$ cat src/rtl/mmio_bridge.sv
// Memory-mapped I/O bridge: decodes a 64-byte peripheral window (LED, switches,
// timer, status/control) and passes every other access straight through to dmem.
module mmio_bridge #(
   parameter int          LED_W   = 8,
   parameter int          SW_W    = 8,
   parameter int          TIMER_W = 32,
   parameter logic [31:0] IO_BASE = 32'h0000_1000
) (
   input  logic              clk,
   input  logic              reset,
   input  logic [31:0]       addr,
   input  logic [31:0]       wdata,
   input  logic              we,
   output logic [31:0]       rdata,
   output logic              ram_we,
   input  logic [31:0]       ram_rdata,
   input  logic [SW_W-1:0]   sw_in,
   output logic [LED_W-1:0]  led,
   output logic              irq
);

   localparam logic [3:0] OFF_LED    = 4'd0;
   localparam logic [3:0] OFF_SW     = 4'd1;
   localparam logic [3:0] OFF_CNT    = 4'd2;
   localparam logic [3:0] OFF_CMP    = 4'd3;
   localparam logic [3:0] OFF_STATUS = 4'd4;
   localparam logic [3:0] OFF_CTRL   = 4'd5;

   logic               io_sel;
   logic [3:0]         word;
   logic               io_wr;
   logic               wr_led, wr_cnt, wr_cmp, wr_status, wr_ctrl;

   logic [LED_W-1:0]   led_reg;
   logic [SW_W-1:0]    sw_s1, sw_s2, sw_prev;
   logic [TIMER_W-1:0] cnt, cnt_next, cmp;
   logic               st_match, st_swchg;
   logic [3:0]         ctrl;
   logic               match_hit, swchg_hit;
   logic [31:0]        reg_rd;
   logic               unused_bits;

   assign io_sel = (addr[31:6] == IO_BASE[31:6]);
   assign word   = addr[5:2];
   assign io_wr  = we & io_sel;
   assign ram_we = we & ~io_sel;

   assign wr_led    = io_wr && (word == OFF_LED);
   assign wr_cnt    = io_wr && (word == OFF_CNT);
   assign wr_cmp    = io_wr && (word == OFF_CMP);
   assign wr_status = io_wr && (word == OFF_STATUS);
   assign wr_ctrl   = io_wr && (word == OFF_CTRL);

   // Byte lane bits and upper write-data bits beyond register widths are don't-care.
   assign unused_bits = ^{addr[1:0], wdata};

   assign match_hit = ctrl[0] && (cnt == cmp);
   assign swchg_hit = (sw_s2 != sw_prev);

   // Software load of CNT overrides both increment and auto-reload.
   always_comb begin
      cnt_next = cnt;
      if (ctrl[0]) begin
         if (ctrl[1] && match_hit) cnt_next = '0;
         else                      cnt_next = cnt + TIMER_W'(1);
      end
      if (wr_cnt) cnt_next = wdata[TIMER_W-1:0];
   end

   always_ff @(posedge clk or negedge reset) begin
      if (!reset) begin
         led_reg <= '0;
         cnt     <= '0;
         cmp     <= '1;
         ctrl    <= '0;
      end else begin
         if (wr_led)  led_reg <= wdata[LED_W-1:0];
         if (wr_cmp)  cmp     <= wdata[TIMER_W-1:0];
         if (wr_ctrl) ctrl    <= wdata[3:0];
         cnt <= cnt_next;
      end
   end

   // Two-flop synchroniser followed by the previous-value register for change detect.
   always_ff @(posedge clk or negedge reset) begin
      if (!reset) begin
         sw_s1   <= '0;
         sw_s2   <= '0;
         sw_prev <= '0;
      end else begin
         sw_s1   <= sw_in;
         sw_s2   <= sw_s1;
         sw_prev <= sw_s2;
      end
   end

   // Hardware set wins over a simultaneous write-one-to-clear.
   always_ff @(posedge clk or negedge reset) begin
      if (!reset) begin
         st_match <= 1'b0;
         st_swchg <= 1'b0;
      end else begin
         st_match <= match_hit | (st_match & ~(wr_status & wdata[0]));
         st_swchg <= swchg_hit | (st_swchg & ~(wr_status & wdata[1]));
      end
   end

   always_comb begin
      reg_rd = '0;
      unique case (word)
         OFF_LED:    reg_rd = 32'(led_reg);
         OFF_SW:     reg_rd = 32'(sw_s2);
         OFF_CNT:    reg_rd = 32'(cnt);
         OFF_CMP:    reg_rd = 32'(cmp);
         OFF_STATUS: reg_rd = {30'd0, st_swchg, st_match};
         OFF_CTRL:   reg_rd = {28'd0, ctrl};
         default:    reg_rd = '0;
      endcase
   end

   assign rdata = io_sel ? reg_rd : ram_rdata;
   assign led   = led_reg;
   assign irq   = (st_match & ctrl[2]) | (st_swchg & ctrl[3]);

endmodule

$ cat config.mk
export PLATFORM = sky130hd
export DESIGN_NAME = mmio_bridge
export DESIGN_NICKNAME = d
export VERILOG_FILES = /design/src/rtl/mmio_bridge.sv
export SDC_FILE = /design/constraint.sdc
export NUM_CORES = 1
export LEC_CHECK = 0
export BUFFER_PORTS_ARGS = -buffer_cell sky130_fd_sc_hd__buf_2
export CAP_MARGIN = 0
export CORE_ASPECT_RATIO = 1.2
export CORE_MARGIN = 2
export CORE_UTILIZATION = 50
export DETAILED_ROUTE_END_ITERATION = 16
export PLACE_DENSITY = 0.76
export SLEW_MARGIN = 20
export SYNTH_ARGS = -nofsm -noshare
export SYNTH_HDL_FRONTEND = slang
export SYNTH_SLANG_ARGS = --single-unit
$ cat constraint.sdc
create_clock -name clk -period 4.4 [get_ports clk]
set_input_delay 0.44 -clock clk [delete_from_list [all_inputs] [get_ports clk]]
set_output_delay 0.44 -clock clk [all_outputs]
set_load 0.05 [all_outputs]
==> impl_metrics.json <==
{
  "tns_ns": 0,
  "design.core.area_um2": 11500,
  "wl_per_cell_um": 17.6,
  "vias_per_cell": 5.64,
  "cts_max_level": 3,
  "first_pass_iters": 5,
  "fin_crit_ns": 3.43,
  "switching_share": 0.231,
  "required_ns": 3.96,
  "min_path_type": "in2reg",
  "cp-start-kind": "input port",
  "fill_cells": 1013,
  "maxSlewHeadroom": 0.367,
  "synth_warnings": 0,
  "die_w_um": 103,
  "netlist_instances": 586,
  "numCtsBuffers": 9,
  "synth_top_area_frac": 0.300,
  "path_common_cell": "buf_2",
  "ys_seq_area_frac": 0.445,
  "dieArea_um2": 12500,
  "slew_viol_final": 0,
  "antenna-diode-count": 0,
  "area_delta_synth_final_pct": 18.8,
  "synth_nets": 694,
  "root_buffer": "clkbuf_16",
  "seq_power_share": 0.466,
  "dpl-instance-area_um2": 6600,
  "final_util": 0.605,
  "criticalPathCategory": "in2out",
  "ys_ff_latch": 102,
  "stdcell_area_um2": 6930,
  "final_common_cell": "buf_2",
  "slowest_stage": "a211oi_1",
  "cts.path.max_buffers": 2,
  "rsz0062_at_grt": "no",
  "final_cell_mix": "buf_2 (145), nand2_1 (78), dfrtp_1 (70), mux2_2 (46), xnor2_1 (46)",
  "reg_top3": "cmp (32), cnt (32)",
  "hold_viol": 0,
  "synthTopCellsByArea": "dfrtp_1 (30%), dfstp_2 (14%), mux2_2 (8.9%)",
  "slowest_delay_ns": 0.77,
  "gr-total-overflow": 0,
  "status": "finished, final reports clean",
  "portBuffers": 146,
  "antenna_found_initial": 0,
  "synth-async-reset-ratio": 1.00,
  "grt_usage": 0.251,
  "grt_max_degree": 77,
  "hpwl_um": 11300,
  "post_cts_resized": 0,
  "r2r_slack_ns": 1.52,
  "finalCritPeriodShare": 0.780,
  "total_power_w": 0.00205,
  "cp.arrival_ns": 2.99,
  "wl_um": 15300,
  "fp.dieH_um": 122,
  "ios": 149,
  "maxCapViolations": 0,
  "path_cells": "buf_2 -> or4b_1 -> nor3_1 -> nand4_1 -> a211oi_1 -> a22o_1 -> buf_2",
  "synth_area_um2": 5830,
  "path_max_fanout": 13,
  "skew_ns": 0.00605,
  "drt_iter0_markers": 204,
  "internal_power_w": 0.00158,
  "post_cts_buffers": 0,
  "place.gp.congestion": 0.937,
  "leakage_nw": 3.00,
  "r2r_start": "cnt[6]",
  "pwr-share-comb": 0.099,
  "crit_start": "addr[13]",
  "grt_pass1_vias": 4835,
  "syn_area_per_cell_um2": 9.95,
  "max-vdd-ir-drop_v": 0.000250,
  "drive_above_1_share": 0.368,
  "pwr-share-clk": 0.435,
  "worst_pin_slew_ns": 0.950,
  "ctsHoldBuffers": 0,
  "yosys.area.top_type": "dfrtp_1",
  "clock_sinks": 102,
  "hp-start": "sw_in[3]",
  "cts_tree": "yes",
  "route.vias.total": 4893,
  "p_switching_w": 0.000474,
  "final_nets": 814,
  "drc": 0,
  "synth.distinct_cells": 56,
  "synth_edf_count": 0,
  "clk_pin_slew_ns": 0.06,
  "end_kind": "primary output",
  "ys.flop_type": "dfrtp_1",
  "fmax_mhz": 291,
  "power.density_nw_per_um2": 296,
  "clkLatencyLatePin_ns": 0.34,
  "rows": 43,
  "setup_viol": 0,
  "initial_core_util": 0.509,
  "grt_pass1_wl_um": 24200,
  "postRouteAntennaNets": 0
}
## synthesized netlist by cell type, types with 2 or more instances
library cell / n
or3_4: 2
a21oi_1: 4
clkbuf_2: 2
or4_1: 5
or3_1: 4
a22oi_1: 28
nand3_1: 13
buf_6: 3
clkbuf_1: 29
a31oi_1: 12
nor3_1: 9
or4b_1: 2
dfrtp_1: 70
and2_1: 3
xor2_1: 13
a211o_1: 2
o22ai_1: 2
mux4_2: 3
mux2i_1: 4
nor4_1: 8
nor2_1: 27
nand4_1: 21
inv_1: 5
o31ai_1: 19
and3_1: 7
buf_4: 2
o21ai_0: 44
nor2b_1: 5
clkbuf_8: 2
mux2_2: 46
dfstp_2: 32
xnor2_1: 46
nand2b_1: 2
or3b_1: 2
a22o_1: 5
nand2_1: 78
buf_2: 5
buf_1: 2
## critical path: cells and delay by family
kind	cells	cell delay [ns]
buffers and inverters	2	0.37
AOI/OAI and AO/OA	2	1.04
and+or+nand+nor	3	1.15
## per-stage QoR
stage / instances / hold WS, ns / setup slack (ns)
2_1_floorplan: 586 / 0.144 / 1.09
3_3_place_gp: 852 / 0.332 / 0.887
6_report: 868 / 0.201 / 0.969
3_5_place_dp: 852 / 0.337 / 0.815
4_1_cts: 868 / 0.188 / 0.930
5_1_grt: 868 / 0.188 / 0.777
## cell families (layout without fill, tap and decap cells)
group           count (synthesis)  in the layout  share of synthesized area
mux                            54             54                      0.112
buf+inv                        50            175                     0.0423
compound gates                119            119                      0.131
flops                         102            102                      0.445
simple gates                  201            201                      0.179
xor+xnor                       59             59                     0.0886
fa+ha+maj                       1              1                    0.00215
## power by group through the flow
stage	clock, W	sequential [W]	combinational (W)
3_5_place_dp	0	0.000973	0.000204
4_1_cts	0.000911	0.000956	0.000204
5_1_grt	0.000944	0.000957	0.000219
6_report	0.000892	0.000956	0.000202
2_1_floorplan	0	0.000972	0.000107
3_3_place_gp	0	0.000972	0.000200
## path summary, 6_finish.rpt
| path | to | depth (start not counted) |
|---|---|---|
| worst min-delay path | sw_s1[3] | 1 |
| worst max register to register | cnt[27] | 7 |
| min in group asynchronous | cnt[17] | 1 |
| worst max-delay path | rdata[0] | 7 |
| max in group asynchronous | cmp[16] | 2 |
| worst min register to register | sw_s2[1] | 0 |
## area by class of cell
cell class,instances,area (µm²),share of cell area
multi-input combinational,434,3000,0.432
clock inverter,4,95.1,0.0137
clock buffer,12,236,0.0341
sequential,102,2590,0.374
tap,157,196,0.0284
inverter,5,18.8,0.00271
timing repair buffer,154,793,0.115
## routing by layer
metal	track usage	vias up	wire length, µm
met5	0	-	0
met4	0.0967	0	385
met3	0.0416	28	647
met2	0.425	144	7840
met1	0.321	2366	6380
li1	-	2355	-
Power figures use the tool's default switching activity.
